`src/rtl/multicycle_alu_if.sv`:
```
// Request/response bundle for multicycle_alu: the master drives the request
// side, and the ALU (slave) returns ready, result, zero and error flags.
interface multicycle_alu_if #(
    parameter int WIDTH = 32
);
    logic             valid_i;
    logic             ready_o;
    logic [2:0]       ALUCtrl_i;
    logic [WIDTH-1:0] data1_i;
    logic [WIDTH-1:0] data2_i;
    logic             valid_o;
    logic [WIDTH-1:0] data_o;
    logic             zero_o;
    logic             err_o;

    modport master (
        output valid_i, ALUCtrl_i, data1_i, data2_i,
        input  ready_o, valid_o, data_o, zero_o, err_o
    );

    modport slave (
        input  valid_i, ALUCtrl_i, data1_i, data2_i,
        output ready_o, valid_o, data_o, zero_o, err_o
    );
endinterface

```
`src/rtl/multicycle_alu.sv`:
```
// EX-stage execution unit: single-cycle Add/Sub/And/Or plus an iterative
// shift-add multiplier. Define MULT_EARLY_TERM_EN to let Mult stop early.
module multicycle_alu #(
    parameter int WIDTH = 32,
    parameter int CNT_W = 6
) (
    input  logic             clk_i,
    input  logic             rst_i,
    multicycle_alu_if.slave  bus
);

    typedef enum logic {
        IDLE,
        MUL
    } state_t;

    localparam logic [2:0] OP_AND = 3'b000;
    localparam logic [2:0] OP_OR  = 3'b001;
    localparam logic [2:0] OP_ADD = 3'b010;
    localparam logic [2:0] OP_SUB = 3'b110;
    localparam logic [2:0] OP_MUL = 3'b100;

    localparam logic [CNT_W-1:0] LAST_ITER = CNT_W'(WIDTH - 1);

    state_t           r_state;
    logic [WIDTH-1:0] r_acc;
    logic [WIDTH-1:0] r_mcand;
    logic [WIDTH-1:0] r_mplier;
    logic [CNT_W-1:0] r_cnt;
    logic [WIDTH-1:0] r_data;
    logic             r_valid;
    logic             r_zero;
    logic             r_err;

    logic             w_accept;
    logic [WIDTH-1:0] w_aluResult;
    logic             w_illegal;
    logic [WIDTH-1:0] w_accNext;
    logic [WIDTH-1:0] w_mplierNext;
    logic             w_lastIter;

    assign w_accept    = bus.valid_i && (r_state == IDLE);
    assign bus.ready_o = (r_state == IDLE);
    assign bus.valid_o = r_valid;
    assign bus.data_o  = r_data;
    assign bus.zero_o  = r_zero;
    assign bus.err_o   = r_err;

    always_comb begin
        w_aluResult = '0;
        w_illegal   = 1'b0;
        case (bus.ALUCtrl_i)
            OP_ADD:  w_aluResult = bus.data1_i + bus.data2_i;
            OP_SUB:  w_aluResult = bus.data1_i - bus.data2_i;
            OP_AND:  w_aluResult = bus.data1_i & bus.data2_i;
            OP_OR:   w_aluResult = bus.data1_i | bus.data2_i;
            OP_MUL:  w_aluResult = '0;
            default: w_illegal   = 1'b1;
        endcase
    end

    // One shift-add step; the multiplier's low bit decides whether to add.
    always_comb begin
        w_accNext    = r_mplier[0] ? (r_acc + r_mcand) : r_acc;
        w_mplierNext = r_mplier >> 1;
`ifdef MULT_EARLY_TERM_EN
        w_lastIter   = (r_cnt == LAST_ITER) || (w_mplierNext == '0);
`else
        w_lastIter   = (r_cnt == LAST_ITER);
`endif
    end

    always_ff @(posedge clk_i or negedge rst_i) begin
        if (!rst_i) begin
            r_state  <= IDLE;
            r_acc    <= '0;
            r_mcand  <= '0;
            r_mplier <= '0;
            r_cnt    <= '0;
            r_data   <= '0;
            r_valid  <= 1'b0;
            r_zero   <= 1'b1;
            r_err    <= 1'b0;
        end else begin
            r_valid <= 1'b0;
            r_err   <= 1'b0;
            case (r_state)
                IDLE: begin
                    if (w_accept) begin
                        if (bus.ALUCtrl_i == OP_MUL) begin
                            r_acc    <= '0;
                            r_mcand  <= bus.data1_i;
                            r_mplier <= bus.data2_i;
                            r_cnt    <= '0;
                            r_state  <= MUL;
                        end else begin
                            r_data  <= w_aluResult;
                            r_zero  <= (w_aluResult == '0);
                            r_valid <= 1'b1;
                            r_err   <= w_illegal;
                        end
                    end
                end
                MUL: begin
                    r_acc    <= w_accNext;
                    r_mcand  <= r_mcand << 1;
                    r_mplier <= w_mplierNext;
                    r_cnt    <= r_cnt + 1'b1;
                    // Result leaves straight from the adder so ready rises with valid.
                    if (w_lastIter) begin
                        r_data  <= w_accNext;
                        r_zero  <= (w_accNext == '0);
                        r_valid <= 1'b1;
                        r_state <= IDLE;
                    end
                end
                default: r_state <= IDLE;
            endcase
        end
    end

endmodule

```
`src/flat_wrapper.sv`:
```
// flat-port wrapper written by rule: the top's interface ports become plain ports
module multicycle_alu_flat 
#(
    parameter int WIDTH = 32,
    parameter int CNT_W = 6
)
  (clk_i, rst_i, bus_valid_i, bus_ALUCtrl_i, bus_data1_i, bus_data2_i, bus_ready_o, bus_valid_o, bus_data_o, bus_zero_o, bus_err_o);
  multicycle_alu_if #(.WIDTH(WIDTH)) bus_i ();
  input  logic clk_i;
  input  logic rst_i;
  input wire logic [$bits(bus_i.valid_i)-1:0] bus_valid_i;
  input wire logic [$bits(bus_i.ALUCtrl_i)-1:0] bus_ALUCtrl_i;
  input wire logic [$bits(bus_i.data1_i)-1:0] bus_data1_i;
  input wire logic [$bits(bus_i.data2_i)-1:0] bus_data2_i;
  output wire logic [$bits(bus_i.ready_o)-1:0] bus_ready_o;
  output wire logic [$bits(bus_i.valid_o)-1:0] bus_valid_o;
  output wire logic [$bits(bus_i.data_o)-1:0] bus_data_o;
  output wire logic [$bits(bus_i.zero_o)-1:0] bus_zero_o;
  output wire logic [$bits(bus_i.err_o)-1:0] bus_err_o;
  assign bus_i.valid_i = bus_valid_i;
  assign bus_i.ALUCtrl_i = bus_ALUCtrl_i;
  assign bus_i.data1_i = bus_data1_i;
  assign bus_i.data2_i = bus_data2_i;
  assign bus_ready_o = bus_i.ready_o;
  assign bus_valid_o = bus_i.valid_o;
  assign bus_data_o = bus_i.data_o;
  assign bus_zero_o = bus_i.zero_o;
  assign bus_err_o = bus_i.err_o;
  multicycle_alu #(.WIDTH(WIDTH), .CNT_W(CNT_W)) u_core (.clk_i(clk_i), .rst_i(rst_i), .bus(bus_i));
endmodule
```
`config.mk`:
```
export PLATFORM = sky130hd
export DESIGN_NAME = multicycle_alu_flat
export DESIGN_NICKNAME = d
export VERILOG_FILES = /design/src/rtl/multicycle_alu_if.sv /design/src/rtl/multicycle_alu.sv /design/src/flat_wrapper.sv
export SDC_FILE = /design/constraint.sdc
export NUM_CORES = 1
export LEC_CHECK = 0
export ABC_AREA = 0
export CAP_MARGIN = 0
export CORE_MARGIN = 3
export CORE_UTILIZATION = 55
export DETAILED_ROUTE_END_ITERATION = 10
export DONT_BUFFER_PORTS = 1
export HOLD_SLACK_MARGIN = 0.03
export PLACE_DENSITY = 0.7
export SETUP_SLACK_MARGIN = 0.05
export SYNTH_ARGS = -nofsm -noshare
export SYNTH_HDL_FRONTEND = slang
export SYNTH_SLANG_ARGS = --single-unit
```
`constraint.sdc`:
```
create_clock -name clk_i -period 4.9 [get_ports clk_i]
set_clock_uncertainty 0.15 [all_clocks]
set_input_delay 1.47 -clock clk_i [delete_from_list [all_inputs] [get_ports clk_i]]
set_output_delay 1.47 -clock clk_i [all_outputs]
set_load 0.01 [all_outputs]
```
== Word level (Yosys, flattened, before mapping) ==
Cells that the tools add are included.
Word-level totals
  bits in registers: 138
  input bits: 70
  word-level logic and storage cells: 66
  output and inout bits: 36
Cells by class
  bitwise logic cells: 3
  muxes and demuxes: 34
  add/sub/neg operators: 4
  equality and inequality tests: 9
  reduce and logical (&&, ||, !) cells: 7
Operator list (number)
  $mux 32: 10
  $pmux 32 s2: 4
  $pmux 32 s4: 1
  $add 32x32->32: 2
  $logic_not 32->1: 2
  $and 32x32->32: 1
  $or 32x32->32: 1
  $sub 32x32->32: 1
  $mux 1: 13
  $mux 6: 2
  $pmux 6 s2: 1
  $add 6x1->6 const B: 1
  $eq 3x3->1 const B: 2
  $eq 6x5->1 const B: 1
  $pmux 1 s2: 3
  $ne 2x1->1 const B: 2
  $ne 2x2->1 const B: 2
  $reduce_or 4->1: 1
  $eq 3x1->1 const B: 1
  $eq 3x2->1 const B: 1
  $logic_not 3->1: 1
  $reduce_and 3->1: 1
  $reduce_and 2->1: 1
  $logic_and 1x1->1: 1
  $not 1->1: 1

== Longest topological paths before layout ==
  word-level depth: 6
  depth in mapped cells: 22
  mapped depth without buffers: 19

== Worst setup path after synthesis ==
OpenSTA, ideal clock, no wires.
  path type: input to register
  start point: in bus_ALUCtrl_i[0]
  end point: reg u_core.r_zero (netlist: u_core.bus.zero_o)
  library setup time: 0.091 ns
  slack: -1.287 ns
  path buffers: 6
  arrival time: 5.946 ns
  stages: 22
  required time: 4.659 ns
  path through: clkbuf_1 -> nor2b_1 -> clkbuf_1 -> buf_1 -> clkbuf_1 -> nand2_1 -> clkbuf_1 -> o41ai_1 -> xor2_1 -> ha_1 -> buf_6 -> a21oi_1 -> o21ai_1 -> a211oi_4 -> a21oi_2 -> o2111a_1 -> or3_1 -> xor2_1 -> a2111o_1 -> nor4_2 -> a21oi_1 -> o31ai_1
Between the ends
  word-level cells in the longest chain between the ends: 6
  elaborated cells between the ends (all ways): 12
  classes of those cells: eq/ne (5); mux (4); reduce/logical (3)
Ends and longest elaborated chain
  start, declared: line flat_wrapper.sv:12  | input wire logic [$bits(bus_i.ALUCtrl_i)-1:0] bus_ALUCtrl_i;
  $eq 3x1->1 (tied with other cells): line multicycle_alu.sv:52  | case (bus.ALUCtrl_i)
  $pmux 32 s4: line multicycle_alu.sv:52
  $logic_not 32->1: line multicycle_alu.sv:98  | r_zero <= (w_aluResult == '0);
  $mux 1: line multicycle_alu.sv:90  | if (bus.ALUCtrl_i == OP_MUL) begin
  $mux 1: line multicycle_alu.sv:89  | if (w_accept) begin
  $pmux 1 s2: line multicycle_alu.sv:87  | case (r_state)
  end signal, assigned: line multicycle_alu.sv:98
  end signal, assigned: line multicycle_alu.sv:112  | r_zero <= (w_accNext == '0);
  end, declared: line multicycle_alu.sv:32  | logic r_zero;
Parallel ways exist; a longest one is shown, timed or not. The select of a mux whose other input is x is not followed.
A chain may end at the register's enable or synchronous reset.

== Worst setup path after layout ==
  start point: in bus_data2_i[6]
  end point: reg u_core.r_zero (netlist: u_core.bus.zero_o)
Between the ends
  word-level cells in the longest chain between the ends: 6
  elaborated cells between the ends (all ways): 9
  classes of those cells: add/sub (2); mux (4); bitwise (2); reduce/logical (1)
Ends and longest elaborated chain
  start, declared: line flat_wrapper.sv:14  | input wire logic [$bits(bus_i.data2_i)-1:0] bus_data2_i;
  $sub 32x32->32 (tied with other cells): line multicycle_alu.sv:54  | OP_SUB: w_aluResult = bus.data1_i - bus.data2_i;
  $pmux 32 s4 (*): line multicycle_alu.sv:52
  $logic_not 32->1 (*): line multicycle_alu.sv:98
  $mux 1 (*): line multicycle_alu.sv:90
  $mux 1 (*): line multicycle_alu.sv:89
  $pmux 1 s2 (*): line multicycle_alu.sv:87
Every way passes the cells marked *; elsewhere a longest branch is shown, timed or not. The select of a mux whose other input is x is not followed.

==> results.md <==
* Result of the run: finished, violations left
* Violated checks: negative setup slack
* Number of distinct library cell variants in the gate-level netlist after synthesis at 79
* Net switching power at 2870 uW
* Later-pin clock latency in the skew report at between 400 and 500 ps
* Post-synthesis cell count at 1,429
* Final weighted congestion in routability-driven placement at about 0.96
* Clock sink total at 138
* Deepest level of the CTS H-tree at 4
* Number of antenna violations at the first check in global routing at 0
* Reported leakage power at 0.00636 uW
* Combinational family with the most area after synthesis: compound AO/OA/AOI/OAI gates
* Antenna viol nets, final at 0
* Switching part of the total at 44.1%
* Detailed router's first-iteration violation count at 941
* Initial DRT Pass Iterations at 6
* Data arrival time at the worst-slack endpoint at 5130 ps
* Cell at the root of the clock tree: clkbuf_16
* Die height at 151 um
* Smallest setup slack after layout at -28.7 ps
* Number of nets in the layout at ~1,700
* Maximum ir drop on the vdd rail at roughly 0.28 mV
* Final-report hold violation count at 0
* Via count of the first global-routing pass at around 11,000
* Inst Count DP at about 1,800
* Cell-internal power at 3640 uW
* Share of cells above drive strength 1 at 18.5%
* Fmax at 0.203 GHz
* Required time at the worst-slack endpoint at 5100 ps
* Synthesized-area fraction occupied by xor and xnor cells at under 10%
* Per-instance average area after synthesis at 8.08 um^2
* Global-route wire length before repair at 55,700 um
* Instance area at placement at 0.0129 mm^2
* Floorplan core area at 0.0204 mm^2
* Post-Place Worst Slack at -703 ps
* Final std cell area, no fill at 0.0139 mm^2
* Net Count, Synth at 1,567
* Most numerous cell in the Yosys netlist: nand2_1
* Path category of the worst min-delay check: flip-flop to flip-flop
* Cell type contributing the most total cell area after synthesis: dfrtp_1
* Dominant register cell in the synthesized netlist: dfrtp_1
* Total overflow reported by the global router at 0
* Number of max-capacitance violations reported at 0
* Most frequent cells after synthesis: nand2_1, o21ai_0, dfrtp_1
* Overall die width at approximately 150 um
* Worst hold slack across all endpoints at 335 ps
* Power share of the sequential group at 31.3%
* Total Die Area at between 0.02 and 0.025 mm^2
* Number of I/O pins at 106
* Count of flip-flops with a built-in enable after synthesis at 0
* Combinational fraction of design power at ~48%
* Setup repair after global routing missed its margin: yes
* Initial core utilization at 56.5%
* Final worst-path cycle share at 101%
* DRC viols at 0
* Final Max Slew Viols at 0
* DR vias at around 11,000
* Register clock-pin slew on the reported worst setup and hold paths at ~70 ps
* Total number of yosys warnings at 0
* Final non-filler cell total at 1,819
* Clock share of power at 20.8%
* Maximum number of buffers from clock root to sink at 2
* Routed wire length per instance at approximately 20 um
* Area added between synthesis and finish at 20.2%
* Fraction of synthesis flops using an asynchronous set or reset pin at 100%
* CP Max Fanout at 5
* Synthesized-area fraction occupied by and/or/nand/nor cells at 19.3%
* Via density per instance at 6.23
* Overall routed net length at between 30,000 and 40,000 um
* Portion of the post-synthesis area used by sequential elements at 29.9%
* Worst Tran Pin Value at 805 ps
* Critical path endpoint category: flip-flop
* Flip-flop and latch count after synthesis at 138
* Total CTS buffers at 17
* Area of the mapped netlist at 0.0115 mm^2
* Number of hold buffers added after cts at 0
* TritonCTS clock tree: done
* Time the final worst path needs with I/O delays and setup at between 4000 and 5000 ps
* Post-synth top area share at 29.7%
* HPWL Detailed at 26,000 um
* Aggregate global-route resource usage at between 30% and 40%
* Synth Area in Compound Gates at 24.3%
* Number of port buffers at 0
* Top area cells in the synthesized netlist: dfrtp_1, ha_1, mux2i_1
* Number of diodes at 0
* Classification of the worst setup path: input pin to flip-flop
* Largest net degree at the start of global routing at 139
* Power per standard cell area at 469 mW/mm^2
* Share of cell area taken by muxes after synthesis at 7.44%
* Std-Cell Rows at 52
* Count of endpoints failing setup in the final report at 1
* Core Util, Final at 67.9%
* Post-Synth Adder-Cell Area at between 10% and 20%
* Max-Slew Margin vs Limit at a little under half
* Sort of element at the start of the critical path: input pin
-- cell usage in the layout (no fill, tap or decap), types with 7 or more instances in the layout --
| cell type | synthesis | final |
|---|---|---|
| nand4_1 | 19 | 19 |
| xnor2_1 | 41 | 40 |
| nor2_1 | 120 | 114 |
| and2_1 | 9 | 10 |
| dfrtp_1 | 137 | 136 |
| nand3_1 | 42 | 40 |
| o21ai_1 | 9 | 12 |
| a21oi_1 | 120 | 109 |
| o21ai_2 | 3 | 7 |
| o21a_1 | 7 | 7 |
| and4_1 | 7 | 7 |
| a21o_1 | 24 | 24 |
| mux2_2 | 7 | 7 |
| mux2i_1 | 78 | 77 |
| a211oi_1 | 15 | 14 |
| ha_1 | 66 | 63 |
| xor2_1 | 29 | 28 |
| nand2_1 | 184 | 180 |
| or3_1 | 12 | 10 |
| nor2b_1 | 9 | 8 |
| a221oi_1 | 8 | 7 |
| inv_1 | 24 | 24 |
| clkbuf_16 | 0 | 17 |
| maj3_1 | 30 | 30 |
| o21ai_0 | 154 | 147 |
| nor3_1 | 22 | 20 |
| o31ai_1 | 16 | 14 |
| a21oi_2 | 3 | 10 |
| nor4_1 | 11 | 8 |
| buf_4 | 0 | 164 |
| nand2b_1 | 16 | 14 |
| and3_1 | 8 | 8 |
-- worst max-delay path, stage by stage --
cell,delay [ps]
nor4_4,310
nand3_2,200
nor3_4,170
buf_4,130
nand3_1,80
o21ai_1,150
xor2_1,100
ha_1,400
and2_1,200
nand3_1,160
nand2b_1,220
a21boi_2,210
a311oi_2,80
buf_4,180
o41ai_4,350
xnor2_1,190
o22ai_2,120
a2111oi_2,210
a21oi_1,120
o31ai_1,70
-- per-stage QoR --
stage                     setup TNS [ps]  power (uW)
after floorplan                    -1350        4150
after global placement             -4380        4950
after detailed placement           -5310        5020
after CTS                              0        6410
after global routing                -692        6980
final                              -28.7        6500
-- sequential cells by signal, summed over array words and instances, names as in the netlist --
signal / flops
u_core.bus.zero_o: 1
u_core.r_mcand: 32
u_core.bus.data_o: 32
u_core.bus.valid_o: 1
u_core.r_state: 1
u_core.r_mplier: 32
u_core.bus.err_o: 1
u_core.r_cnt: 6
u_core.r_acc: 32
-- final timing paths --
| kind | end | slack (ps) | startpoint | cells past startpoint |
|---|---|---|---|---|
| worst max-delay path | u_core.bus.zero_o$_DFFE_PN1P_ | -30 | bus_data2_i[6] | 20 |
| worst min-delay path | u_core.r_mplier[5]$_DFFE_PN0P_ | 330 | u_core.r_mplier[6]$_DFFE_PN0P_ | 2 |
| worst max register to register | u_core.bus.zero_o$_DFFE_PN1P_ | 910 | u_core.r_mcand[0]$_DFFE_PN0P_ | 13 |
| worst min register to register | u_core.r_mplier[5]$_DFFE_PN0P_ | 330 | u_core.r_mplier[6]$_DFFE_PN0P_ | 2 |
| max in group asynchronous | u_core.bus.zero_o$_DFFE_PN1P_ | 3820 | rst_i | 0 |
| min in group asynchronous | u_core.r_mcand[31]$_DFFE_PN0P_ | 570 | rst_i | 0 |
-- cell families after synthesis --
| group | Yosys count |
|---|---|
| adder cells (fa/ha/maj) | 98 |
| multiplexers | 85 |
| flip-flops | 138 |
| AO/OA/AOI/OAI | 447 |
| AND/OR/NAND/NOR | 482 |
| XOR/XNOR | 70 |
| buffers and inverters | 109 |
-- what timing repair did --
item	in CTS	in global routing
pin swaps	6	19
gates resized for setup	11	57
setup buffers	5	7
setup endpoints to repair	4	14
-- cell type report --
| class | instances | area [um^2] |
|---|---|---|
| multi-input combinational | 1182 | 8080 |
| fill | 1697 | 6550 |
| sequential | 138 | 3460 |
| timing repair buffer | 170 | 1310 |
| clock buffer | 17 | 425 |
| tap | 270 | 338 |
| clock inverter | 15 | 170 |
| inverter | 27 | 101 |
-- power by group through the flow --
stage / Combinational [uW] / Sequential, uW / Clock (uW)
floorplan: 2260 / 1890 / 0
global placement: 2920 / 2030 / 0
detailed placement: 2980 / 2040 / 0
CTS: 3020 / 2030 / 1360
global route: 3480 / 2100 / 1410
finish: 3120 / 2040 / 1350
-- metal layers --
metal | up-vias | routed length, um | GRT usage [%]
met4 | 0 | 888 | 9.79
li1 | 5459 | - | -
met1 | 5418 | 16600 | 45.4
met2 | 396 | 15500 | 45.9
met3 | 58 | 2520 | 5.83
met5 | - | 0 | 0
(Power assumes the default switching activity.)
